## config.mk

```make
export PLATFORM = sky130hd
export DESIGN_NAME = mem_bus_if
export DESIGN_NICKNAME = d
export VERILOG_FILES = /design/src/rtl/mem_bus_if_pkg.sv /design/src/rtl/mem_bus_if_en_reg.sv /design/src/rtl/mem_bus_if.sv
export SDC_FILE = /design/constraint.sdc
export NUM_CORES = 1
export LEC_CHECK = 0
export CAP_MARGIN = 20
export CORE_ASPECT_RATIO = 2
export CORE_UTILIZATION = 41
export CTS_BUF_LIST = sky130_fd_sc_hd__clkbuf_4
export DETAILED_ROUTE_END_ITERATION = 12
export GPL_TIMING_DRIVEN = 0
export PLACE_DENSITY_LB_ADDON = 0.05
export REMOVE_ABC_BUFFERS = 1
export SKIP_LAST_GASP = 1
export SLEW_MARGIN = 5
export SYNTH_ARGS = -nofsm -noshare
export SYNTH_HDL_FRONTEND = slang
export SYNTH_SLANG_ARGS = --single-unit
```

## constraint.sdc

```tcl
create_clock -name iClk -period 2.4 [get_ports iClk]
set_clock_uncertainty 0.05 [all_clocks]
set_input_delay 0.24 -clock iClk [delete_from_list [all_inputs] [get_ports iClk]]
set_output_delay 0.24 -clock iClk [all_outputs]
set_load 0.02 [all_outputs]
```

## src/rtl/mem_bus_if_pkg.sv

```systemverilog
// Shared definitions for the mem_bus_if memory bus interface: state encoding,
// default watchdog limit and an address-alignment helper.
package mem_bus_if_pkg;

    localparam logic [1:0] MB_IDLE   = 2'd0;
    localparam logic [1:0] MB_ACCESS = 2'd1;
    localparam logic [1:0] MB_DONE   = 2'd2;
    localparam logic [1:0] MB_ERROR  = 2'd3;

    localparam int unsigned MB_TIMEOUT_DEFAULT = 255;

    typedef enum logic [1:0] {
        StIdle   = MB_IDLE,
        StAccess = MB_ACCESS,
        StDone   = MB_DONE,
        StError  = MB_ERROR
    } mb_state_e;

    function automatic logic is_word_aligned(input logic [1:0] addr_lsb);
        return addr_lsb == 2'b00;
    endfunction

endpackage

```

## src/rtl/mem_bus_if_en_reg.sv

```systemverilog
// Generic enable register with asynchronous active-low reset; holds its value
// until the next cycle with iEn high.
module mem_bus_if_en_reg #(
    parameter int unsigned WIDTH = 32
) (
    input  logic             iClk,
    input  logic             nRst,
    input  logic             iEn,
    input  logic [WIDTH-1:0] iD,
    output logic [WIDTH-1:0] oQ
);

    logic [WIDTH-1:0] r_q;

    always_ff @(posedge iClk or negedge nRst) begin
        if (!nRst) begin
            r_q <= '0;
        end else if (iEn) begin
            r_q <= iD;
        end
    end

    assign oQ = r_q;

endmodule

```

## src/rtl/mem_bus_if.sv

```systemverilog
// Multi-cycle strobe/ack memory bus interface for the processor datapath.
// Optional ack watchdog is compiled in with `define MEM_BUS_TIMEOUT_EN.
module mem_bus_if
    import mem_bus_if_pkg::*;
#(
    parameter int unsigned TIMEOUT_CYCLES = MB_TIMEOUT_DEFAULT,
    parameter bit          ALIGN_CHECK    = 1'b1
) (
    input  logic        iClk,
    input  logic        nRst,
    input  logic        iReq_rd,
    input  logic        iReq_wr,
    input  logic [31:0] iAddr,
    input  logic [31:0] iWData,
    output logic [31:0] oRData,
    output logic        oBusy,
    output logic        oDone,
    output logic        oErr,
    output logic [31:0] oBus_addr,
    output logic [31:0] oBus_wdata,
    output logic        oBus_rd,
    output logic        oBus_wr,
    input  logic        iBus_ack,
    input  logic [31:0] iBus_rdata
);

    mb_state_e   r_state;
    mb_state_e   w_state_d;
    logic        w_accept;
    logic        w_timeout;
    logic        w_rdata_en;
    logic [31:0] r_bus_addr;
    logic [31:0] r_bus_wdata;
    logic        r_dir_rd;

    always_comb begin
        w_state_d = r_state;
        w_accept  = 1'b0;
        unique case (r_state)
            StIdle: begin
                if (iReq_rd && iReq_wr) begin
                    w_state_d = StError;
                end else if (iReq_rd || iReq_wr) begin
                    if (ALIGN_CHECK && !is_word_aligned(iAddr[1:0])) begin
                        w_state_d = StError;
                    end else begin
                        w_state_d = StAccess;
                        w_accept  = 1'b1;
                    end
                end
            end
            StAccess: begin
                // Ack takes priority over a watchdog expiry in the same cycle.
                if (iBus_ack) begin
                    w_state_d = StDone;
                end else if (w_timeout) begin
                    w_state_d = StError;
                end
            end
            StDone:  w_state_d = StIdle;
            StError: w_state_d = StIdle;
            default: w_state_d = StIdle;
        endcase
    end

    always_ff @(posedge iClk or negedge nRst) begin
        if (!nRst) begin
            r_state <= StIdle;
        end else begin
            r_state <= w_state_d;
        end
    end

    always_ff @(posedge iClk or negedge nRst) begin
        if (!nRst) begin
            r_bus_addr  <= '0;
            r_bus_wdata <= '0;
            r_dir_rd    <= 1'b0;
        end else if (w_accept) begin
            r_bus_addr  <= iAddr;
            r_bus_wdata <= iWData;
            r_dir_rd    <= iReq_rd;
        end
    end

`ifdef MEM_BUS_TIMEOUT_EN
    localparam int unsigned CntW = $clog2(TIMEOUT_CYCLES + 1);

    logic [CntW-1:0] r_wait_cnt;
    logic [CntW-1:0] w_wait_cnt_inc;

    assign w_wait_cnt_inc = r_wait_cnt + CntW'(1);
    assign w_timeout      = (w_wait_cnt_inc == CntW'(TIMEOUT_CYCLES));

    always_ff @(posedge iClk or negedge nRst) begin
        if (!nRst) begin
            r_wait_cnt <= '0;
        end else if (w_accept) begin
            r_wait_cnt <= '0;
        end else if ((r_state == StAccess) && !iBus_ack) begin
            r_wait_cnt <= w_wait_cnt_inc;
        end
    end
`else
    // Without the watchdog the limit is irrelevant; ACCESS waits for ack forever.
    logic w_unused_timeout;
    assign w_unused_timeout = (TIMEOUT_CYCLES == 0);
    assign w_timeout        = 1'b0;
`endif

    assign w_rdata_en = (r_state == StAccess) && iBus_ack && r_dir_rd;

    mem_bus_if_en_reg #(
        .WIDTH(32)
    ) u_rdata_reg (
        .iClk(iClk),
        .nRst(nRst),
        .iEn (w_rdata_en),
        .iD  (iBus_rdata),
        .oQ  (oRData)
    );

    assign oBusy      = (r_state != StIdle);
    assign oDone      = (r_state == StDone);
    assign oErr       = (r_state == StError);
    assign oBus_addr  = r_bus_addr;
    assign oBus_wdata = r_bus_wdata;
    assign oBus_rd    = (r_state == StAccess) && r_dir_rd;
    assign oBus_wr    = (r_state == StAccess) && !r_dir_rd;

endmodule
```

* After elaboration in Yosys (flattened, before gate mapping) *
Index checks and enable logic that the tools add are counted.

word-level totals
  register bits after elaboration = 99
  input port bits = 101
  output and inout port bits = 101
  logic and storage cells = 31

cells by class
  eq/ne operators = 5
  muxes and demuxes = 9
  reductions and logical operators = 12

operator list
  cell                number
  $mux 2              4
  $pmux 2 s3          1
  $logic_and 1x1->1   5
  $eq 2x2->1 const B  2
  $logic_not 2->1     2
  $mux 1              4
  $ne 3x3->1 const B  1
  $eq 2x1->1 const B  1
  $ne 2x2->1 const B  1
  $reduce_and 2->1    1
  $reduce_bool 2->1   1
  $reduce_or 2->1     1
  $logic_not 1->1     1
  $logic_or 1x1->1    1

* Longest topological paths before layout *
  word-level depth = 5
  mapped depth = 5
  mapped depth without buffers = 3

* Cells and area by module *
From an unflattened synthesis, not the netlist that was laid out.

second synthesis, totals
  cell total of the unflattened synthesis = 222
  area, all modules = 4095.2 um2

modules (own cells, without submodules)
  module             instances  cells an instance  area an instance (um2)  sequential area each (um2)
  mem_bus_if         1          154                2750.1                  1676.6
  mem_bus_if_en_reg  1          68                 1345.0                  800.8

* Worst setup path after synthesis *
OpenSTA, ideal clock, no wires.

  path type = register to register
  start = reg r_state[0]
  end = reg r_bus_addr[24], in the netlist oBus_addr[24]
  setup time = 125 ps
  arrival = 1827 ps
  data required time = 2225 ps
  path slack = 398 ps
  stages on the path, launching flop included = 6
  path buffers = 2
  clock period less this slack = 2002 ps
  path through = dfrtp_1 > or2_1 > or4_4 > buf_6 > buf_6 > mux2_4

between the ends
  word-level cells in the longest chain between the ends = 2

ends and longest elaborated chain
  item                    line              text
  from (decl)             mem_bus_if.sv:27  mb_state_e r_state;
  from (signal assigned)  mem_bus_if.sv:68  r_state <= StIdle;
  from (signal assigned)  mem_bus_if.sv:70  r_state <= w_state_d;
  $logic_not 2->1         mem_bus_if.sv:39  unique case (r_state)
  $mux 1                  mem_bus_if.sv:39
  to (signal assigned)    mem_bus_if.sv:80  r_bus_addr <= iAddr;
  to (decl)               mem_bus_if.sv:32  logic [31:0] r_bus_addr;

Every way passes these cells.
A chain may end at the register's enable or synchronous reset.

* Worst setup path after layout *
  start = reg r_state[0]
  end = reg r_bus_wdata[1], in the netlist oBus_wdata[1]

between the ends
  word-level cells in the longest chain between the ends = 2

ends and longest elaborated chain
  item                  line              text
  $logic_not 2->1       mem_bus_if.sv:39
  $mux 1                mem_bus_if.sv:39
  to (signal assigned)  mem_bus_if.sv:81  r_bus_wdata <= iWData;
  to (decl)             mem_bus_if.sv:33  logic [31:0] r_bus_wdata;

Every way passes these cells.

==> reports/metrics.csv <==
metric,value,unit
status,"finished, violations left",
failing checks,DRC,
Initial Util,0.4204,
grt total ovfl,0,
Layout Utilization,0.6674,
CP max stage delay,0.69,ns
vias per inst,4.818,
synth-to-layout area growth,58.75,%
"Seq/Total Area, Yosys",0.6322,
CP startpoint kind,flop,
drt initial violations,102,
"Buf+Inv Stages, Crit Path",1,
critical-path cell list,or2_1 -> or4_4 -> buf_16 -> mux2_4,
Slew Limit Fails,0,
fraction of registers with async set/reset,1.000,
top cell type's share of synthesized area,0.6322,
DRT antenna net count,0,
Most used DFF post-synth,dfrtp_1,
Yosys Warn Count,0,
fillers,720,
Max Fclk,442.7,MHz
CTS tree,yes,
final antenna diode count,0,
final WL,8812,um
Syn Area/Cell,17.81,um^2
most frequent cells after synthesis,"dfrtp_1 (99), mux2_4 (48), mux2_2 (47)",
layout cells sized above 1,0.2651,
Clock Latency Late Sink,0.44,ns
routability cong.,0.7509,
number of CTS-inserted buffers,9,
CP Capture Type,flop,
WP depth,4,
Hold Crit Class,in2async,
"Setup violations, final",0,
total I/O pin count,202,
Core ar.,0.009321,mm^2
slew margin rel.,0.5438,
wire per inst,16.50,um
first-pass GRT wire length,13700,um
Clock power frac,0.118,
clock-pin transition on the worst setup and hold timing paths,0.15,ns
"EDFF count, synth",0,
"Design Area, Final",0.006221,mm^2
worst reg2reg startpoint,r_state[0]$_DFFE_PN0P_,
synth top area cells,"dfrtp_1 (63%), mux2_4 (18%), mux2_2 (14%)",
Sw Ratio,0.3416,
Psw,2.773,mW
post-cts hold buffer count,1,
CP Class,reg2reg,
initial antenna violation count,0,
largest net degree at the start of global routing,66,
vias in the first global route,2768,
DP Area,0.006030,mm^2
Synth Register Bits,99,
final number of hold-violating endpoints,0,
clk buf depth,2,
CTS Root Cell,clkbuf_4,
R2R Path End,oBus_wdata[1]$_DFFE_PN0P_,
Nets,527,
Max Cap Viol,0,
post-synthesis cell area,0.003919,mm^2
required time worst endpoint,2.68,ns
cells after synthesis,220,
H-tree level count,3,
Reg2Reg Setup Slack,0.14,ns
post-route minimum period,2.259,ns
Reg2Reg Depth,4,
Total Power,8.118,mW
crit path DAT,2.54,ns
DRC Markers,15,
buffers added on ports,201,
Total GRT Usage,0.1822,
cts repair resizes,0,
Post-CTS Setup Inserts,0,
critical path's slowest cell,or4_4,
synth unique cells,20,
Cell Rows,50,
largest area contributor in the netlist,dfrtp_1,
Die X-Extent,71.13,um
Leakage,2.811,nW
sequential power share,0.358,
Worst Path Max Fanout,49,
DRT Pass-1 Iters,10,
pin slew with the least headroom to its limit,0.6843,ns
DR vias,2573,
RSZ-0062 raised after global routing,no,
Comb power frac,0.524,
pwr/cell area,1305,mW/mm^2
Die Area,0.009977,mm^2
largest delay contributor family on the critical path,simple AND/OR/NAND/NOR gates,
most common cell in the netlist,dfrtp_1,
HPWL Detailed,6384,um
period utilization,0.9412,
Die Ht,140.3,um
Max VDD drop,724.2,uV
Sink Count,99,
internal power,5.345,mW
==> how the worst max path moves through the flow <==
stage / to / start
floorplan: oBus_addr[24]$_DFFE_PN0P_ / r_state[0]$_DFFE_PN0P_
global route: oBus_wdata[1]$_DFFE_PN0P_ / r_state[0]$_DFFE_PN0P_
detailed placement: oBus_addr[22]$_DFFE_PN0P_ / iReq_rd
global placement: oBus_wdata[29]$_DFFE_PN0P_ / nRst
finish: oBus_wdata[1]$_DFFE_PN0P_ / r_state[0]$_DFFE_PN0P_
CTS: oBus_wdata[1]$_DFFE_PN0P_ / r_state[0]$_DFFE_PN0P_
==> flip-flops by register name, indices dropped and copies added (netlist names) <==
signal	cells
oBus_addr	32
oBus_wdata	32
r_dir_rd	1
r_state	2
u_rdata_reg.oQ	32
==> power by group through the flow <==
stage | Clock [mW] | Sequential [mW] | Combinational (mW)
final | 0.962 | 2.91 | 4.25
after detailed placement | 0 | 2.94 | 4.28
after global routing | 1.06 | 3.01 | 4.45
after global placement | 0 | 2.90 | 4.22
after CTS | 1.00 | 2.91 | 4.30
after floorplan | 0 | 3.90 | 1.18
==> worst register-to-register path, cell delays in order, from the launching register on <==
cell	delay, ns
dfrtp_1	0.48
or2_1	0.26
or4_4	0.69
buf_16	0.30
mux2_4	0.37
==> area by class of cell <==
cell class / count / area [um^2] / share of cell area
Clock inverter: 5 / 78.83 / 0.01267
Sequential cell: 99 / 2477 / 0.3982
Inverter: 1 / 3.754 / 0.0006034
Multi-Input combinational cell: 110 / 1354 / 0.2176
Tap cell: 104 / 130.1 / 0.02092
Clock buffer: 10 / 75.07 / 0.01207
Timing Repair Buffer: 205 / 2102 / 0.3379
==> per-stage QoR <==
step	hold slack (ns)	setup WS, ns	setup TNS [ns]	std cells
detailed placement	0.2808	-0.1365	-4.660	517
finish	0.3122	0.1410	0	534
global placement	0.4211	-2.628	-262.38	515
global route	0.3090	0.07619	0	534
floorplan	-0.1056	0.1920	0	210
CTS	0.3065	0.05250	0	533
==> cell usage in the layout, fill, tap and decap left out <==
| cell type | instances |
|---|---|
| inv_1 | 1 |
| or2_1 | 1 |
| clkbuf_4 | 10 |
| a221oi_1 | 1 |
| and3b_1 | 1 |
| nand2_1 | 1 |
| a211oi_1 | 1 |
| buf_4 | 1 |
| o22ai_1 | 1 |
| clkinvlp_4 | 2 |
| bufinv_16 | 2 |
| mux2_2 | 47 |
| buf_16 | 3 |
| clkdlybuf4s50_1 | 200 |
| and2_1 | 3 |
| or4_4 | 1 |
| a21oi_1 | 1 |
| nor3_1 | 1 |
| xnor2_1 | 1 |
| clkinv_1 | 1 |
| mux2_4 | 48 |
| nor2b_1 | 1 |
| nor3b_1 | 1 |
| dfrtp_1 | 99 |
| dlygate4sd3_1 | 1 |
==> layer usage <==
layer / vias to the layer above / GRT usage / part of all wire
li1: 1177 / - / -
met1: 1260 / 0.1970 / 0.36
met2: 124 / 0.3198 / 0.54
met3: 12 / 0.06547 / 0.086
met4: 0 / 0.07053 / 0.017
met5: - / 0 / 0
==> kinds of logic after synthesis <==
family          share of synthesized area
flops                              0.6322
mux                                0.3190
compound gates                   0.007025
buf+inv                           0.02235
xor+xnor                         0.002235
simple gates                      0.01724
Power figures use the tool's default switching activity.
